$ cat config.mk
export PLATFORM = sky130hd
export DESIGN_NAME = cart_bus_arbiter_flat
export DESIGN_NICKNAME = d
export VERILOG_FILES = /design/src/rtl/cart_bus_arbiter_if.sv /design/src/rtl/cart_bus_arbiter.sv /design/src/flat_wrapper.sv
export SDC_FILE = /design/constraint.sdc
export NUM_CORES = 1
export LEC_CHECK = 0
export CAP_MARGIN = 20
export CORE_MARGIN = 4
export CORE_UTILIZATION = 41
export DETAILED_ROUTE_END_ITERATION = 8
export PLACE_DENSITY = 0.81
export SLEW_MARGIN = 20
export SYNTH_ARGS = -nofsm -noshare
export SYNTH_HDL_FRONTEND = slang
export SYNTH_SLANG_ARGS = --single-unit
$ cat constraint.sdc
create_clock -name clk -period 1.9 [get_ports clk]
set_input_delay 0.19 -clock clk [delete_from_list [all_inputs] [get_ports clk]]
set_output_delay 0.19 -clock clk [all_outputs]
set_load 0.005 [all_outputs]
$ cat src/rtl/cart_bus_arbiter_if.sv
`default_nettype none
// ============================================================================
//  Module      : cart_bus_arbiter_if
//  Description : Host-side valid/ready request and response channel for the
//                cartridge bus arbiter. The master is the host bridge; the
//                slave is the arbiter.
//  Revision    : 1.0 - initial release
// ============================================================================
interface cart_bus_arbiter_if;
    logic        req_valid;
    logic        req_ready;
    logic        req_write;
    logic        req_cs;
    logic [15:0] req_addr;
    logic [7:0]  req_wdata;
    logic        rsp_valid;
    logic        rsp_ready;
    logic [7:0]  rsp_rdata;

    modport master (
        output req_valid, req_write, req_cs, req_addr, req_wdata, rsp_ready,
        input  req_ready, rsp_valid, rsp_rdata
    );

    modport slave (
        input  req_valid, req_write, req_cs, req_addr, req_wdata, rsp_ready,
        output req_ready, rsp_valid, rsp_rdata
    );
endinterface
`default_nettype wire

$ cat src/rtl/cart_bus_arbiter.sv
`default_nettype none
// ============================================================================
//  Module      : cart_bus_arbiter
//  Description : Owns the cartridge pins and shares them between the Game Boy
//                core (cycle-timed, never stalled mid M-cycle) and a host that
//                issues single setup/strobe/hold accesses while the core is
//                parked. Every pin output is registered.
//  Revision    : 1.0 - initial release
// ============================================================================
module cart_bus_arbiter #(
    parameter int SETUP_CYCLES  = 2,
    parameter int STROBE_CYCLES = 4,
    parameter int HOLD_CYCLES   = 1
) (
    input  wire logic        clk,
    input  wire logic        rst_n,
    // Game Boy core side
    input  wire logic        gb_run_req_i,
    output logic             gb_grant_o,
    input  wire logic [1:0]  gb_tcycle_i,
    input  wire logic        gb_enable_i,
    input  wire logic        gb_write_i,
    input  wire logic        gb_cs_i,
    input  wire logic [15:0] gb_addr_i,
    input  wire logic [7:0]  gb_wdata_i,
    output logic [7:0]       gb_rdata_o,
    // Host request/response channel
    cart_bus_arbiter_if.slave host,
    // Cartridge pins
    output logic [15:0]      cart_a_o,
    output logic [7:0]       cart_dout_o,
    output logic             cart_doe_o,
    input  wire logic [7:0]  cart_din_i,
    output logic             cart_nrd_o,
    output logic             cart_nwr_o,
    output logic             cart_ncs_o
);

    localparam int C_MAX12   = (SETUP_CYCLES > STROBE_CYCLES) ? SETUP_CYCLES : STROBE_CYCLES;
    localparam int C_MAXCYC  = (C_MAX12 > HOLD_CYCLES) ? C_MAX12 : HOLD_CYCLES;
    localparam int C_CW      = $clog2(C_MAXCYC + 1);

    // The phase counter is loaded with N-1 on entry and the phase ends when it reads 0
    localparam logic [C_CW-1:0] C_SETUP_LOAD  = C_CW'(SETUP_CYCLES - 1);
    localparam logic [C_CW-1:0] C_STROBE_LOAD = C_CW'(STROBE_CYCLES - 1);
    localparam logic [C_CW-1:0] C_HOLD_LOAD   = C_CW'(HOLD_CYCLES - 1);

    typedef enum logic [2:0] {
        S_PARKED   = 3'd0,
        S_GB_OWN   = 3'd1,
        S_H_SETUP  = 3'd2,
        S_H_STROBE = 3'd3,
        S_H_HOLD   = 3'd4,
        S_H_RESP   = 3'd5
    } state_t;

    state_t          state_q;
    logic [C_CW-1:0] phase_q;
    logic            wr_q;
    logic            gb_grant_q;
    logic            req_ready_q;
    logic            rsp_valid_q;
    logic [7:0]      rsp_rdata_q;
    logic [15:0]     cart_a_q;
    logic [7:0]      cart_dout_q;
    logic            cart_doe_q;
    logic            cart_nrd_q;
    logic            cart_nwr_q;
    logic            cart_ncs_q;

    assign gb_grant_o     = gb_grant_q;
    assign gb_rdata_o     = cart_din_i;
    assign host.req_ready = req_ready_q;
    assign host.rsp_valid = rsp_valid_q;
    assign host.rsp_rdata = rsp_rdata_q;
    assign cart_a_o       = cart_a_q;
    assign cart_dout_o    = cart_dout_q;
    assign cart_doe_o     = cart_doe_q;
    assign cart_nrd_o     = cart_nrd_q;
    assign cart_nwr_o     = cart_nwr_q;
    assign cart_ncs_o     = cart_ncs_q;

    // Bus ownership FSM; all pin and handshake outputs are registered here
    always_ff @(posedge clk or negedge rst_n) begin
        if (!rst_n) begin
            state_q     <= S_PARKED;
            phase_q     <= '0;
            wr_q        <= 1'b0;
            gb_grant_q  <= 1'b0;
            req_ready_q <= 1'b0;
            rsp_valid_q <= 1'b0;
            rsp_rdata_q <= 8'h00;
            cart_a_q    <= 16'h0000;
            cart_dout_q <= 8'h00;
            cart_doe_q  <= 1'b0;
            cart_nrd_q  <= 1'b1;
            cart_nwr_q  <= 1'b1;
            cart_ncs_q  <= 1'b1;
        end else begin
            // Acceptance is a single-cycle pulse
            req_ready_q <= 1'b0;
            case (state_q)
                S_PARKED: begin
                    cart_nrd_q <= 1'b1;
                    cart_nwr_q <= 1'b1;
                    cart_doe_q <= 1'b0;
                    // The core takes priority over a pending host request
                    if (gb_run_req_i) begin
                        gb_grant_q <= 1'b1;
                        state_q    <= S_GB_OWN;
                    end else if (host.req_valid) begin
                        req_ready_q <= 1'b1;
                        wr_q        <= host.req_write;
                        cart_a_q    <= host.req_addr;
                        cart_ncs_q  <= host.req_cs;
                        cart_dout_q <= host.req_wdata;
                        cart_doe_q  <= host.req_write;
                        rsp_rdata_q <= 8'h00;
                        phase_q     <= C_SETUP_LOAD;
                        state_q     <= S_H_SETUP;
                    end
                end

                S_GB_OWN: begin
                    // Release only on an M-cycle boundary so the core is never cut off mid-access
                    if (!gb_run_req_i && (gb_tcycle_i == 2'd3)) begin
                        gb_grant_q <= 1'b0;
                        cart_nrd_q <= 1'b1;
                        cart_nwr_q <= 1'b1;
                        cart_doe_q <= 1'b0;
                        state_q    <= S_PARKED;
                    end else begin
                        cart_a_q    <= gb_addr_i;
                        cart_ncs_q  <= gb_cs_i;
                        cart_nrd_q  <= ~(gb_enable_i & ~gb_write_i);
                        cart_nwr_q  <= ~(gb_enable_i & gb_write_i &
                                         ((gb_tcycle_i == 2'd1) || (gb_tcycle_i == 2'd2)));
                        cart_doe_q  <= gb_enable_i & gb_write_i;
                        cart_dout_q <= gb_wdata_i;
                    end
                end

                S_H_SETUP: begin
                    if (phase_q == '0) begin
                        cart_nrd_q <= wr_q;
                        cart_nwr_q <= ~wr_q;
                        phase_q    <= C_STROBE_LOAD;
                        state_q    <= S_H_STROBE;
                    end else begin
                        phase_q <= phase_q - 1'b1;
                    end
                end

                S_H_STROBE: begin
                    if (phase_q == '0) begin
                        // Read data is taken at the end of the final strobe cycle
                        if (!wr_q) begin
                            rsp_rdata_q <= cart_din_i;
                        end
                        cart_nrd_q <= 1'b1;
                        cart_nwr_q <= 1'b1;
                        phase_q    <= C_HOLD_LOAD;
                        state_q    <= S_H_HOLD;
                    end else begin
                        phase_q <= phase_q - 1'b1;
                    end
                end

                S_H_HOLD: begin
                    if (phase_q == '0) begin
                        cart_doe_q  <= 1'b0;
                        rsp_valid_q <= 1'b1;
                        state_q     <= S_H_RESP;
                    end else begin
                        phase_q <= phase_q - 1'b1;
                    end
                end

                S_H_RESP: begin
                    if (host.rsp_ready) begin
                        rsp_valid_q <= 1'b0;
                        state_q     <= S_PARKED;
                    end
                end

                default: begin
                    state_q <= S_PARKED;
                end
            endcase
        end
    end

endmodule
`default_nettype wire

$ cat src/flat_wrapper.sv
// flat-port wrapper written by rule: the top's interface ports become plain ports
module cart_bus_arbiter_flat 
#(
    parameter int SETUP_CYCLES  = 2,
    parameter int STROBE_CYCLES = 4,
    parameter int HOLD_CYCLES   = 1
)
  (clk, rst_n, gb_run_req_i, gb_grant_o, gb_tcycle_i, gb_enable_i, gb_write_i, gb_cs_i, gb_addr_i, gb_wdata_i, gb_rdata_o, cart_a_o, cart_dout_o, cart_doe_o, cart_din_i, cart_nrd_o, cart_nwr_o, cart_ncs_o, host_req_valid, host_req_write, host_req_cs, host_req_addr, host_req_wdata, host_rsp_ready, host_req_ready, host_rsp_valid, host_rsp_rdata);
  cart_bus_arbiter_if host_i ();
  input  wire logic clk;
  input  wire logic rst_n;
  input  wire logic gb_run_req_i;
  output logic gb_grant_o;
  input  wire logic [1:0] gb_tcycle_i;
  input  wire logic gb_enable_i;
  input  wire logic gb_write_i;
  input  wire logic gb_cs_i;
  input  wire logic [15:0] gb_addr_i;
  input  wire logic [7:0] gb_wdata_i;
  output logic [7:0] gb_rdata_o;
  output logic [15:0] cart_a_o;
  output logic [7:0] cart_dout_o;
  output logic cart_doe_o;
  input  wire logic [7:0] cart_din_i;
  output logic cart_nrd_o;
  output logic cart_nwr_o;
  output logic cart_ncs_o;
  input wire logic [$bits(host_i.req_valid)-1:0] host_req_valid;
  input wire logic [$bits(host_i.req_write)-1:0] host_req_write;
  input wire logic [$bits(host_i.req_cs)-1:0] host_req_cs;
  input wire logic [$bits(host_i.req_addr)-1:0] host_req_addr;
  input wire logic [$bits(host_i.req_wdata)-1:0] host_req_wdata;
  input wire logic [$bits(host_i.rsp_ready)-1:0] host_rsp_ready;
  output wire logic [$bits(host_i.req_ready)-1:0] host_req_ready;
  output wire logic [$bits(host_i.rsp_valid)-1:0] host_rsp_valid;
  output wire logic [$bits(host_i.rsp_rdata)-1:0] host_rsp_rdata;
  assign host_i.req_valid = host_req_valid;
  assign host_i.req_write = host_req_write;
  assign host_i.req_cs = host_req_cs;
  assign host_i.req_addr = host_req_addr;
  assign host_i.req_wdata = host_req_wdata;
  assign host_i.rsp_ready = host_rsp_ready;
  assign host_req_ready = host_i.req_ready;
  assign host_rsp_valid = host_i.rsp_valid;
  assign host_rsp_rdata = host_i.rsp_rdata;
  cart_bus_arbiter #(.SETUP_CYCLES(SETUP_CYCLES), .STROBE_CYCLES(STROBE_CYCLES), .HOLD_CYCLES(HOLD_CYCLES)) u_core (.clk(clk), .rst_n(rst_n), .gb_run_req_i(gb_run_req_i), .gb_grant_o(gb_grant_o), .gb_tcycle_i(gb_tcycle_i), .gb_enable_i(gb_enable_i), .gb_write_i(gb_write_i), .gb_cs_i(gb_cs_i), .gb_addr_i(gb_addr_i), .gb_wdata_i(gb_wdata_i), .gb_rdata_o(gb_rdata_o), .host(host_i), .cart_a_o(cart_a_o), .cart_dout_o(cart_dout_o), .cart_doe_o(cart_doe_o), .cart_din_i(cart_din_i), .cart_nrd_o(cart_nrd_o), .cart_nwr_o(cart_nwr_o), .cart_ncs_o(cart_ncs_o));
endmodule
==> out/results.md, run 1 <==
| Item | This run | Unit |
|---|---|---|
| Run status | finished, final reports clean | - |
| Sequential cell area | 1150 | sq um |
| Crit path time final | 1710 | ps |
| Synth Net Count | 303 | - |
| Unique cell type count in the Yosys netlist | 43 | - |
| Fraction of final layout cells with drive strength greater than 1 | 0.0875 | - |
| Total number of yosys warnings | 0 | - |
| Cell taking the most area after synthesis | dfrtp_1 | - |
| GPL Wtd Cong | 0.824 | - |
| Number of global-route vias before repair | 2025 | - |
| DR iter-0 viols | 85 | - |
| First-pass DRT Iterations | 4 | - |
| Leakage Power | 1.52 | nW |
| Clock latency reported for the late side of the worst-skew pair | 290 | ps |
| Top cell type's share of synthesized area | 0.453 | - |
| Detailed Route WL | 6.15 | mm |
| Max-slew violation count | 0 | - |
| Top cells by area, synth | dfrtp_1 45%, mux2i_1 11%, o21ai_0 6.3% | - |
| Post-DP Area | 3580 | sq um |
| Synthesis-to-finish area growth | 55.0 | % |
| Number of antenna-violating nets in the routed design | 0 | - |
| Power consumption | 0.00490 | W |
| Detail Placement HPWL | 4.76 | mm |
| Clk slew on worst S/H paths | 80 | ps |
| Data arrival time at the worst-slack endpoint | 1870 | ps |
| Maximum fanout encountered on the critical timing path | 50 | - |
| Area of the mapped netlist | 2380 | sq um |
| Number of antenna violations at the first check in global routing | 0 | - |
| Final layout net count | 413 | - |
| FILL cells | 469 | - |
| Register-to-Register Setup Slack | 190 | ps |
| Number of hold violations in the final report | 0 | - |
| Die Footprint | 7080 | sq um |
| Slew of the pin with the lowest slew margin | 454 | ps |
| Count of flip-flops with a built-in enable after synthesis | 0 | - |
| Site Rows | 27 | - |
| Final Skew | 6.29 | ps |
| Routed via count | 2084 | - |
| Final TNS setup | 0 | ps |
| Post-route worst hold slack | 400 | ps |
| Antenna diode instance count | 0 | - |
| Required time at the worst-slack endpoint | 2060 | ps |
| Proportion of register bits with asynchronous set or reset after synthesis | 1.00 | - |
| Maximum number of buffers from clock root to sink | 2 | - |
| Drt wl/cell | 14.8 | microns |
| Sequential cell area fraction in the yosys report | 0.486 | - |
| Num ports | 115 | - |
| Multi-input gate area | 1060 | sq um |
| Vias per cell | 5.02 | - |
| Worst-case vdd ir drop | 0.663 | mV |
| Residual DRC count | 0 | - |
| DP Worst Slack | 126 | ps |
| Final non-filler cell area | 3680 | sq um |
| WS Path Type | reg -> reg | - |
| CTS Sinks | 46 | - |
| Max-slew headroom at the worst pin | 0.697 | - |
| Primary FF master, synth | dfrtp_1 | - |
| Worst min-delay path category | in -> async | - |
| Floorplan die height | 84.1 | microns |
| Power per unit of standard cell area | 1330 | nW/um^2 |
| R2R cell count | 6 | - |
| FF+latch count, synth | 46 | - |
| Largest net degree at the start of global routing | 51 | - |
| GRT Resource Usage Total | 0.170 | - |
| Endpoint of the worst-slack reg-to-reg timing path | u_core.cart_dout_o[6]$_DFFE_PN0P_ | - |
| Initial cell density of the core | 0.426 | - |
| Clock tree from TritonCTS | yes | - |
| CTS buffer count | 5 | - |
| Count of endpoints failing setup in the final report | 0 | - |
| Global route total overflow | 0 | - |
| Final worst path period share | 0.898 | - |
| Startpoint kind of the worst setup timing path | flip-flop | - |
| PortBufs | 114 | - |
| Crit Reg-Reg Startpoint | u_core.state_q[2]$_DFFE_PN0P_ | - |
| Die width | 84.1 | microns |
| Clock Tree Root | clkbuf_8 | - |
| Upper clock frequency limit | 586 | MHz |
| Post-synthesis instance total | 232 | - |
| Max-cap violation count | 0 | - |
| Global-route wire length before repair | 9.89 | mm |
| Setup repair after global routing missed its margin | false | - |
| Crit path setup slack, layout | 194 | ps |
| Mean area per synthesized cell | 10.2 | sq um |
| Area inside the core boundary | 5570 | sq um |
| Type of destination of the critical path | flip-flop | - |
| Level count of the clock H-tree | 2 | - |
## critical path, stage by stage (launching register included)
cell and delay [ps]:
dfrtp_1 550, buf_4 250, nor2_1 200, o211ai_1 190, buf_12 210, nand2_1 80
o21ai_0 80
## Yosys cell counts (2+ instances only)
cell type and instances:
a211oi_1 2, nand2b_1 5, clkbuf_1 6, nand2_1 34, buf_6 3, dfrtp_1 43, buf_4 9, ha_1 3
inv_1 5, a22o_1 8, dfstp_2 3, buf_2 5, nor2_2 2, nand3b_1 2, mux2i_1 25, nor2b_1 4
o22a_1 2, o22ai_1 2, o21ai_0 30, o211ai_1 3, a21oi_1 10, a31oi_1 4, mux2_2 2
## area by class of cell
cell class / count / share of cell area
Tap cell: 72 / 0.0244
Sequential cell: 46 / 0.313
Timing Repair Buffer: 126 / 0.344
Clock inverter: 1 / 0.00136
Inverter: 5 / 0.00509
Clock buffer: 7 / 0.0234
Multi-Input combinational cell: 158 / 0.289
## worst max-delay path by stage
stage	start	end	slack, ps	depth (start not counted)
floorplan	u_core.state_q[0]$_DFFE_PN0P_	u_core.state_q[0]$_DFFE_PN0P_	300	4
global placement	u_core.phase_q[0]$_DFFE_PN0P_	u_core.state_q[0]$_DFFE_PN0P_	200	6
detailed placement	u_core.phase_q[0]$_DFFE_PN0P_	u_core.host.rsp_rdata[2]$_DFFE_PN0P_	130	7
CTS	u_core.phase_q[0]$_DFFE_PN0P_	u_core.host.rsp_rdata[2]$_DFFE_PN0P_	110	7
global route	u_core.phase_q[0]$_DFFE_PN0P_	u_core.host.rsp_rdata[4]$_DFFE_PN0P_	80	7
finish	u_core.state_q[2]$_DFFE_PN0P_	u_core.cart_dout_o[6]$_DFFE_PN0P_	190	6
## power breakdown
group	internal, W	switching [W]
Clock	0.000294	0.000309
Combinational	0.00147	0.00111
Sequential	0.00142	0.000298
Total	0.00318	0.00172
## cells in the final DEF (no fill, tap or decap), drive strengths merged, types with 2 or more instances in the layout
cell,instances
a22o,8
dfstp,3
nand2b,5
mux2,3
or3,2
mux2i,25
a211oi,2
a21oi,10
clkbuf,7
inv,5
nand3b,2
dfrtp,43
nor2b,4
o211ai,3
nor3b,2
clkdlybuf4s50,113
nor3,2
nor2,3
buf,12
ha,3
o22ai,2
o22a,2
a31oi,4
o21ai,30
nand2,34
## state kept, by name, summed over array words and instances, names as in the netlist
| register | cells |
|---|---|
| u_core.cart_a_o | 16 |
| u_core.cart_doe_o | 1 |
| u_core.cart_dout_o | 8 |
| u_core.cart_ncs_o | 1 |
| u_core.cart_nrd_o | 1 |
| u_core.cart_nwr_o | 1 |
| u_core.gb_grant_o | 1 |
| u_core.host.req_ready | 1 |
| u_core.host.rsp_rdata | 8 |
| u_core.host.rsp_valid | 1 |
| u_core.phase_q | 3 |
| u_core.state_q | 3 |
| u_core.wr_q | 1 |
## what timing repair did
item / CTS / global route
endpoints found under the hold margin: 43 / 0
hold buffers: 1 / 0
setup endpoints to repair: 0 / 8
gates resized for setup: 0 / 2
buffers inserted: 0 / 0
## metal layers
| layer | vias up | share of wire | track usage |
|---|---|---|---|
| li1 | 1042 | - | - |
| met1 | 959 | 0.42 | 0.209 |
| met2 | 81 | 0.50 | 0.293 |
| met3 | 2 | 0.077 | 0.0491 |
| met4 | 0 | 0.0067 | 0.0439 |
| met5 | - | 0 | 0 |
## per-stage QoR
step	utilization	instances
2_1_floorplan	-	232
3_3_place_gp	0.642	406
3_5_place_dp	0.642	406
4_1_cts	0.661	415
5_1_grt	0.661	415
6_report	0.661	415
## cells by family after synthesis
group,after synthesis,share of synthesized area
fa+ha+maj,3,0.0158
buf+inv,28,0.0705
flops,46,0.486
mux,28,0.119
xor+xnor,1,0.00368
simple gates,58,0.127
compound gates,68,0.178
(Power assumes the default switching activity.)
==> run 2: changes to the inputs <==
--- a/config.mk
+++ b/config.mk
@@ -10,7 +10,7 @@
 export CORE_UTILIZATION = 41
 export DETAILED_ROUTE_END_ITERATION = 8
 export PLACE_DENSITY = 0.81
-export SLEW_MARGIN = 20
+export SLEW_MARGIN = 25
 export SYNTH_ARGS = -nofsm -noshare
 export SYNTH_HDL_FRONTEND = slang
 export SYNTH_SLANG_ARGS = --single-unit
==> results of run 2 <==
Same layout as run 1: the final DEF is identical, and so are final timing and power.
==> run 3: changes to the inputs <==
--- a/config.mk
+++ b/config.mk
@@ -5,7 +5,6 @@
 export SDC_FILE = /design/constraint.sdc
 export NUM_CORES = 1
 export LEC_CHECK = 0
-export CAP_MARGIN = 20
 export CORE_MARGIN = 4
 export CORE_UTILIZATION = 41
 export DETAILED_ROUTE_END_ITERATION = 8
==> results of run 3 <==
Same layout as run 1: the final DEF is identical, and so are final timing and power.
